<file path="src/rtl/pll_drp_sequencer.sv">
// DRP master that holds a PLL in reset, applies a table of read-modify-write
// register updates over the DRP bus, then releases reset and waits for lock.
module pll_drp_sequencer #(
  parameter int TABLE_DEPTH          = 16,
  parameter int RST_HOLD             = 4,
  parameter int DRDY_TIMEOUT         = 64,
  parameter int LOCK_TIMEOUT         = 4096,
  parameter bit WAIT_DRDY_BEFORE_DEN = 1'b1,
  parameter int IDX_W                = $clog2(TABLE_DEPTH)
) (
  input  logic             DCLK,
  input  logic             RST,
  input  logic             SEN,
  input  logic             CFG_WE,
  input  logic [IDX_W-1:0] CFG_IDX,
  input  logic [6:0]       CFG_ADDR,
  input  logic [15:0]      CFG_MASK,
  input  logic [15:0]      CFG_DATA,
  input  logic [IDX_W:0]   CFG_LEN,
  output logic [6:0]       DADDR,
  output logic             DEN,
  output logic             DWE,
  output logic [15:0]      DI,
  input  logic [15:0]      DO,
  input  logic             DRDY,
  output logic             PLL_RST,
  input  logic             LOCKED,
  output logic             BUSY,
  output logic             SRDY,
  output logic             ERR,
  output logic [1:0]       ERR_CODE
);

  localparam int LEN_W = IDX_W + 1;
  localparam int T_MAX = (LOCK_TIMEOUT > DRDY_TIMEOUT)
                       ? ((LOCK_TIMEOUT > RST_HOLD) ? LOCK_TIMEOUT : RST_HOLD)
                       : ((DRDY_TIMEOUT > RST_HOLD) ? DRDY_TIMEOUT : RST_HOLD);
  localparam int CNT_W = $clog2(T_MAX + 1);

  typedef enum logic [2:0] {
    S_IDLE, S_RST_HOLD, S_RD_REQ, S_RD_WAIT, S_WR_REQ, S_WR_WAIT, S_LOCK_WAIT, S_DONE
  } state_t;

  // Mask bit 1 keeps the value read back from the PLL, 0 takes the table bit.
  function automatic logic [15:0] rmw_merge(input logic [15:0] rd, input logic [15:0] mask,
                                            input logic [15:0] data);
    return (rd & mask) | (data & ~mask);
  endfunction

  function automatic logic [LEN_W-1:0] clamp_len(input logic [LEN_W-1:0] len);
    return (len > LEN_W'(TABLE_DEPTH)) ? LEN_W'(TABLE_DEPTH) : len;
  endfunction

  logic [6:0]  tbl_addr [TABLE_DEPTH];
  logic [15:0] tbl_mask [TABLE_DEPTH];
  logic [15:0] tbl_data [TABLE_DEPTH];

  state_t           state_q, state_d;
  logic [IDX_W-1:0] idx_q, idx_d;
  logic [LEN_W-1:0] len_q, len_d;
  logic [CNT_W-1:0] cnt_q, cnt_d;
  logic             first_q, first_d;
  logic [15:0]      rdata_q;
  logic             rdata_ld;

  logic [6:0]  daddr_d;
  logic        den_d, dwe_d, pll_rst_d, busy_d, srdy_d, err_d;
  logic [15:0] di_d;
  logic [1:0]  err_code_d;
  logic        fire, drdy_late, lock_late, drdy_err, lock_err;

  // Table is frozen for the whole sequence so entries cannot change mid-walk.
  always_ff @(posedge DCLK) begin
    if (CFG_WE && !BUSY) begin
      tbl_addr[CFG_IDX] <= CFG_ADDR;
      tbl_mask[CFG_IDX] <= CFG_MASK;
      tbl_data[CFG_IDX] <= CFG_DATA;
    end
  end

  always_ff @(posedge DCLK) begin
    if (rdata_ld) rdata_q <= DO;
  end

  assign fire      = !WAIT_DRDY_BEFORE_DEN || DRDY;
  assign drdy_late = (cnt_q >= CNT_W'(DRDY_TIMEOUT - 1));
  assign lock_late = (cnt_q >= CNT_W'(LOCK_TIMEOUT - 1));

  always_comb begin
    state_d    = state_q;
    idx_d      = idx_q;
    len_d      = len_q;
    cnt_d      = cnt_q;
    first_d    = first_q;
    daddr_d    = DADDR;
    den_d      = 1'b0;
    dwe_d      = DWE;
    di_d       = DI;
    pll_rst_d  = PLL_RST;
    busy_d     = BUSY;
    srdy_d     = 1'b0;
    err_d      = ERR;
    err_code_d = ERR_CODE;
    rdata_ld   = 1'b0;
    drdy_err   = 1'b0;
    lock_err   = 1'b0;

    case (state_q)
      S_IDLE: begin
        if (SEN) begin
          busy_d     = 1'b1;
          err_d      = 1'b0;
          err_code_d = 2'd0;
          idx_d      = '0;
          cnt_d      = '0;
          len_d      = clamp_len(CFG_LEN);
          if (clamp_len(CFG_LEN) != '0) begin
            pll_rst_d = 1'b1;
            state_d   = S_RST_HOLD;
          end else begin
            srdy_d  = 1'b1;
            state_d = S_DONE;
          end
        end
      end
      S_RST_HOLD: begin
        if (cnt_q == CNT_W'(RST_HOLD - 1)) begin
          cnt_d   = '0;
          state_d = S_RD_REQ;
        end else begin
          cnt_d = cnt_q + CNT_W'(1);
        end
      end
      S_RD_REQ, S_WR_REQ: begin
        if (fire) begin
          den_d   = 1'b1;
          dwe_d   = (state_q == S_WR_REQ);
          daddr_d = tbl_addr[idx_q];
          if (state_q == S_WR_REQ) di_d = rmw_merge(rdata_q, tbl_mask[idx_q], tbl_data[idx_q]);
          first_d = 1'b1;
          cnt_d   = cnt_q + CNT_W'(1);
          state_d = (state_q == S_WR_REQ) ? S_WR_WAIT : S_RD_WAIT;
        end else if (drdy_late) begin
          drdy_err = 1'b1;
        end else begin
          cnt_d = cnt_q + CNT_W'(1);
        end
      end
      S_RD_WAIT, S_WR_WAIT: begin
        // DRDY in the DEN cycle is the target's idle level, not a response.
        if (!first_q && DRDY) begin
          cnt_d = '0;
          if (state_q == S_RD_WAIT) begin
            rdata_ld = 1'b1;
            state_d  = S_WR_REQ;
          end else if ({1'b0, idx_q} == len_q - LEN_W'(1)) begin
            pll_rst_d = 1'b0;
            first_d   = 1'b1;
            state_d   = S_LOCK_WAIT;
          end else begin
            idx_d   = idx_q + IDX_W'(1);
            state_d = S_RD_REQ;
          end
        end else if (drdy_late) begin
          drdy_err = 1'b1;
        end else begin
          first_d = 1'b0;
          cnt_d   = cnt_q + CNT_W'(1);
        end
      end
      S_LOCK_WAIT: begin
        if (!first_q && LOCKED) begin
          srdy_d  = 1'b1;
          state_d = S_DONE;
        end else if (lock_late) begin
          lock_err = 1'b1;
        end else begin
          first_d = 1'b0;
          cnt_d   = cnt_q + CNT_W'(1);
        end
      end
      S_DONE: begin
        busy_d  = 1'b0;
        state_d = S_IDLE;
      end
      default: state_d = S_IDLE;
    endcase

    if (drdy_err || lock_err) begin
      err_d      = 1'b1;
      err_code_d = drdy_err ? 2'd1 : 2'd2;
      pll_rst_d  = 1'b0;
      srdy_d     = 1'b1;
      state_d    = S_DONE;
    end
  end

  always_ff @(posedge DCLK or posedge RST) begin
    if (RST) begin
      state_q  <= S_IDLE;
      idx_q    <= '0;
      len_q    <= '0;
      cnt_q    <= '0;
      first_q  <= 1'b0;
      DADDR    <= '0;
      DEN      <= 1'b0;
      DWE      <= 1'b0;
      DI       <= '0;
      PLL_RST  <= 1'b0;
      BUSY     <= 1'b0;
      SRDY     <= 1'b0;
      ERR      <= 1'b0;
      ERR_CODE <= 2'd0;
    end else begin
      state_q  <= state_d;
      idx_q    <= idx_d;
      len_q    <= len_d;
      cnt_q    <= cnt_d;
      first_q  <= first_d;
      DADDR    <= daddr_d;
      DEN      <= den_d;
      DWE      <= dwe_d;
      DI       <= di_d;
      PLL_RST  <= pll_rst_d;
      BUSY     <= busy_d;
      SRDY     <= srdy_d;
      ERR      <= err_d;
      ERR_CODE <= err_code_d;
    end
  end

endmodule

</file>
<file path="config.mk">
export PLATFORM = sky130hd
export DESIGN_NAME = pll_drp_sequencer
export DESIGN_NICKNAME = d
export VERILOG_FILES = /design/src/rtl/pll_drp_sequencer.sv
export SDC_FILE = /design/constraint.sdc
export NUM_CORES = 1
export LEC_CHECK = 0
export CAP_MARGIN = 40
export CORE_MARGIN = 1.5
export CORE_UTILIZATION = 65
export DETAILED_ROUTE_END_ITERATION = 12
export GPL_TIMING_DRIVEN = 0
export HOLD_SLACK_MARGIN = 0.08
export PLACE_DENSITY_LB_ADDON = 0.3
export RECOVER_POWER = 100
export SLEW_MARGIN = 20
export SYNTH_ARGS = -nofsm -noshare
export SYNTH_HDL_FRONTEND = slang
export SYNTH_SLANG_ARGS = --single-unit
</file>
<file path="constraint.sdc">
create_clock -name DCLK -period 7.97 [get_ports DCLK]
set_input_delay 2.391 -clock DCLK [delete_from_list [all_inputs] [get_ports DCLK]]
set_output_delay 2.391 -clock DCLK [all_outputs]
set_load 0.1 [all_outputs]
</file>
### Yosys cells after proc, flatten, opt, wreduce, memory -nomap -nowiden

Memories as Yosys holds them, arrays and structs flattened. A register that Yosys moved wholly into a read port is not among the register bits.
Index checks and enable logic that the tools add are counted.

| storage, ports and cells | value |
|---|---|
| register bits | 66 |
| bits in writable memories | 624 |
| bits of input ports | 70 |
| output and inout port bits | 31 |
| word-level logic and storage cells | 149 |
| memories kept | 3 |

Memories:

| name | words | bits a word | read ports | clocked after Yosys merged registers in | write ports | RTL line | text |
|---|---|---|---|---|---|---|---|
| tbl_data | 16 | 16 | 1 | 0 | 1 | 56 | `logic [15:0] tbl_data [TABLE_DEPTH];` |
| tbl_mask | 16 | 16 | 1 | 0 | 1 | 55 | `logic [15:0] tbl_mask [TABLE_DEPTH];` |
| tbl_addr | 16 | 7 | 1 | 1 | 1 | 54 | `logic [6:0] tbl_addr [TABLE_DEPTH];` |

| operators by class | value |
|---|---|
| $add $sub $neg | 3 |
| order comparisons | 3 |
| eq/ne operators | 27 |
| muxes and demuxes | 68 |
| bitwise operators | 4 |
| reduce and logical (&&, ||, !) cells | 27 |

Operators with widths:

| operator | count |
|---|---|
| $mux W13 | 7 |
| $pmux W13 S5 | 1 |
| $mux W1 | 34 |
| $ne A3 B3 Y1 const B | 11 |
| $and A16 B16 Y16 | 2 |
| $mux W3 | 10 |
| $pmux W3 S6 | 1 |
| $mux W4 | 4 |
| $not A16 Y16 | 1 |
| $or A16 B16 Y16 | 1 |
| $ne A2 B2 Y1 const B | 7 |
| $add A13 B1 Y13 const B | 1 |
| $eq A13 B2 Y1 const B | 1 |
| $ge A13 B12 Y1 const B | 1 |
| $ge A13 B6 Y1 const B | 1 |
| $eq A3 B3 Y1 const B | 4 |
| $reduce_and A5 Y1 | 2 |
| $reduce_bool A5 Y1 | 2 |
| $mux W2 | 4 |
| $pmux W1 S2 | 4 |
| $pmux W4 S2 | 1 |
| $reduce_and A2 Y1 | 4 |
| $reduce_bool A2 Y1 | 4 |
| $reduce_and A7 Y1 | 1 |
| other kinds (17) | 23 |

### Logic depth before layout (Yosys ltp)

| depth | value |
|---|---|
| depth in word-level cells | 7 |
| mapped depth | 10 |
| mapped depth without buffers | 8 |

### Worst setup path before layout

OpenSTA, ideal clock, no wires.

| timing path | value |
|---|---|
| path type | in2reg |
| start | input CFG_WE |
| end | memory tbl_addr[2][0], enable pin |
| library setup time | 0.484 ns |
| arrival | 5.623 ns |
| required time | 7.486 ns |
| setup slack | 1.863 ns |
| stages | 3 |
| path buffers | 0 |
| cells stage by stage | nand2b_1 -> or3b_2 -> nor3_1 |

| on the way | value |
|---|---|
| longest elaborated chain between the ends | 3 |

Ends and longest elaborated chain:

| item | RTL line | text |
|---|---|---|
| from (decl) | 14 | `input logic CFG_WE,` |
| $logic_and A1 B1 Y1 | 74 | `if (CFG_WE && !BUSY) begin` |
| $mux W1 | 74 |  |
| $mux W1 (not written as such) | 75 | `tbl_addr[CFG_IDX] <= CFG_ADDR;` |
| to (decl) | 54 |  |

No other way between the ends.

### Worst setup path in the final report

| timing path | value |
|---|---|
| start | input CFG_WE |
| end | memory tbl_addr[4][5], enable pin |

The elaborated chain is that of the path after synthesis.

==> results.cfg <==
[clock_tree]
cts-root-buf = clkbuf_16
ctsHoldBuffers = 0
cts-resized-gates = 0
clk_latency_ns = 0.61
cts_buffers = 69
cts_sinks = 697
postCtsSetupRepairBufs = 0
cts_max_level = 3
clockBufferDepth = 3
clkTransAtPathRegs_ns = 0.06
cts_tree = yes

[critical_path]
timing.rr.end = tbl_addr[4][5]
slowest_stage = clkbuf_1
end_kind = flip-flop
path_class = in -> reg
cp-startpoint = CFG_WE
reg2reg_from = BUSY
arrival_ns = 6.45
worstPathMaxFanout = 20
crit_top_cell = clkbuf_1
critPathLaunchType = input pin
rr_worst_depth = 5
slowest_delay_ns = 1.28
crit_path_end = tbl_addr[4][5]
r2r_setup_slack_ns = 3.59
path_cells = dlygate4sd3_1 > nand2b_1 > or3_1 > nor2_1 > clkbuf_1 > clkbuf_1
crit_required_ns = 8.15

[yosys]
synth_edf_count = 640
synthFlopType = edfxtp_1
post-synth-top-area-cell = edfxtp_1
syn-num-nets = 1470
synthTopCellsByArea = edfxtp_1 70%, mux4_2 11%, dfrtp_1 5.2%
ys_ff_latch = 697
synth_async_sr_flop_share = 0.0818
yosysWarnings = 0
synthCells = 1397
synth_most_common_cell = edfxtp_1
synth_area_um2 = 27400
syn_avg_cell_area_um2 = 19.6
synth_top_area_frac = 0.701
ys_seq_area_frac = 0.753
yosysUniqueCellTypes = 63
synth.top_cells.by_count = 640 x edfxtp_1, 137 x mux4_2, 57 x dfrtp_1, 52 x nand2_1, 41 x o21ai_0

[timing]
holdWs_ns = 0.503
slew_headroom = -0.828
skew_ns = 0.0250
worstMarginPinSlew_ns = 2.74
fmax_ghz = 0.160
min_period_over_period = 0.786
min_period_ns = 6.27
fin_tns_setup_ns = 0
setup_viol = 0
grt_setup_unrepaired = false
slew_violations = 274
hold_viol = 0

[floorplanning]
core_um2 = 41800
initial_utilization = 0.657
ios = 101
die_w_um = 208
rows = 75
die_area_um2 = 43400
die_y_um = 208

[global_route]
grt-ovfl-total = 0
grt_max_degree = 44
antenna_found_initial = 4
grt_first_pass_wirelength_mm = 110
grt_util_all_layers = 0.358
grt_pass1_vias = 16600

[worst_hold_path]
hold_path.class = reg -> reg

[drt]
drt-initial-drc-count = 2864
viasPerCell = 7.21
drt_drc_violations_left = 0
wl_per_cell_um = 33.8
wl_met2_mm = 36.4
drtPass1Iterations = 6
routed.top_layer = met5
met1_length_mm = 25.3
wl_met3_mm = 10.5
vias = 16200
drt_wl_total_mm = 76.1
ant_nets = 0

[outcome]
status = finished, violations left
failed_checks = max-capacitance violations, max-slew violations

[place]
globalplace.congestion = 0.876
portBuffers = 100
placed_cell_area_um2 = 30600
hpwl_mm = 45.8

[power]
total_power_uw = 10900
power.leakage_uw = 0.0103
power.density_nw_per_um2 = 344
peakVddDrop_uv = 223

[finish]
finalInstanceArea_um2 = 31700
drive_above_1_share = 0.188
fill_cells = 2157
area_growth_pct = 15.5
final_nets = 1733
utilization = 0.759

[job]
max-cap-violations = 15
[metal layers]
layer / vias up / track usage
met5: - / 0
met1: 8140 / 0.460
li1: 6287 / -
met3: 288 / 0.106
met4: 4 / 0.172
met2: 1510 / 0.567
[cells by family (layout without fill, tap and decap cells)]
logic type               after synthesis  after routing  share of synthesized area
buffers and inverters                 84            398                     0.0169
AND/OR/NAND/NOR                      216            216                     0.0408
adder cells (fa/ha/maj)                3              3                    0.00137
flip-flops                           697            697                      0.753
AO/OA/AOI/OAI                        193            193                     0.0503
multiplexers                         198            198                      0.136
other                                  0              1                          0
XOR/XNOR                               6              6                    0.00192
[critical path, delay by kind of cell]
family / cells / cell delay [ns]
buffers and inverters: 3 / 3.06
AND/OR/NAND/NOR: 3 / 0.96
[cell usage in the layout (no fill, tap or decap), types with 30 or more instances in the layout]
cell,count
edfxtp_1,640
mux4_2,137
clkbuf_1,131
clkbuf_16,71
dlygate4sd3_1,60
dfrtp_1,57
nand2_1,52
o21ai_0,50
clkdlybuf4s50_1,40
nor2_1,36
mux2i_1,30
[layout make-up]
class                   count  area (µm²)  area share
diodes                      1        2.50   0.0000789
plain buffers              72         419      0.0132
clock buffers              95        1960      0.0617
clock inverters            27         218     0.00687
inverters                  12        46.3     0.00146
multi-input cells         616        6310       0.199
flip-flops and latches    697       20600       0.651
well taps                 539         674      0.0213
repair buffers            192        1430      0.0450
[stage by stage]
step	setup WS (ns)	cells
6_report	1.70	2251
3_5_place_dp	2.83	2125
3_3_place_gp	-2.37	2036
4_1_cts	3.42	2247
5_1_grt	1.69	2250
2_1_floorplan	1.86	1397
[registers in the layout, indices dropped and copies added (netlist names)]
| register | count |
|---|---|
| DEN | 1 |
| tbl_data | 256 |
| len_q | 5 |
| DWE | 1 |
| DADDR | 7 |
| tbl_addr | 112 |
| tbl_mask | 256 |
| ERR_CODE | 2 |
| SRDY | 1 |
| ERR | 1 |
| idx_q | 4 |
| first_q | 1 |
| rdata_q | 16 |
| cnt_q | 13 |
| PLL_RST | 1 |
| DI | 16 |
| state_q | 3 |
| BUSY | 1 |
[power by group]
part	internal, µW	switching, µW
clock network	1820	1370
registers	4160	109
logic	1290	2150
[worst min path at each step]
stage / startpoint / endpoint / slack [ns] / cells past startpoint
global placement: ERR / ERR / 0.46 / 2
floorplan: len_q[1] / len_q[1] / 0.47 / 2
detailed placement: DI[10] / DI[10] / 0.48 / 2
CTS: DI[8] / DI[8] / 0.51 / 2
finish: DADDR[2] / DADDR[2] / 0.50 / 1
global route: DI[9] / DI[9] / 0.52 / 2
Note: power is estimated with default switching activity, not from simulation.
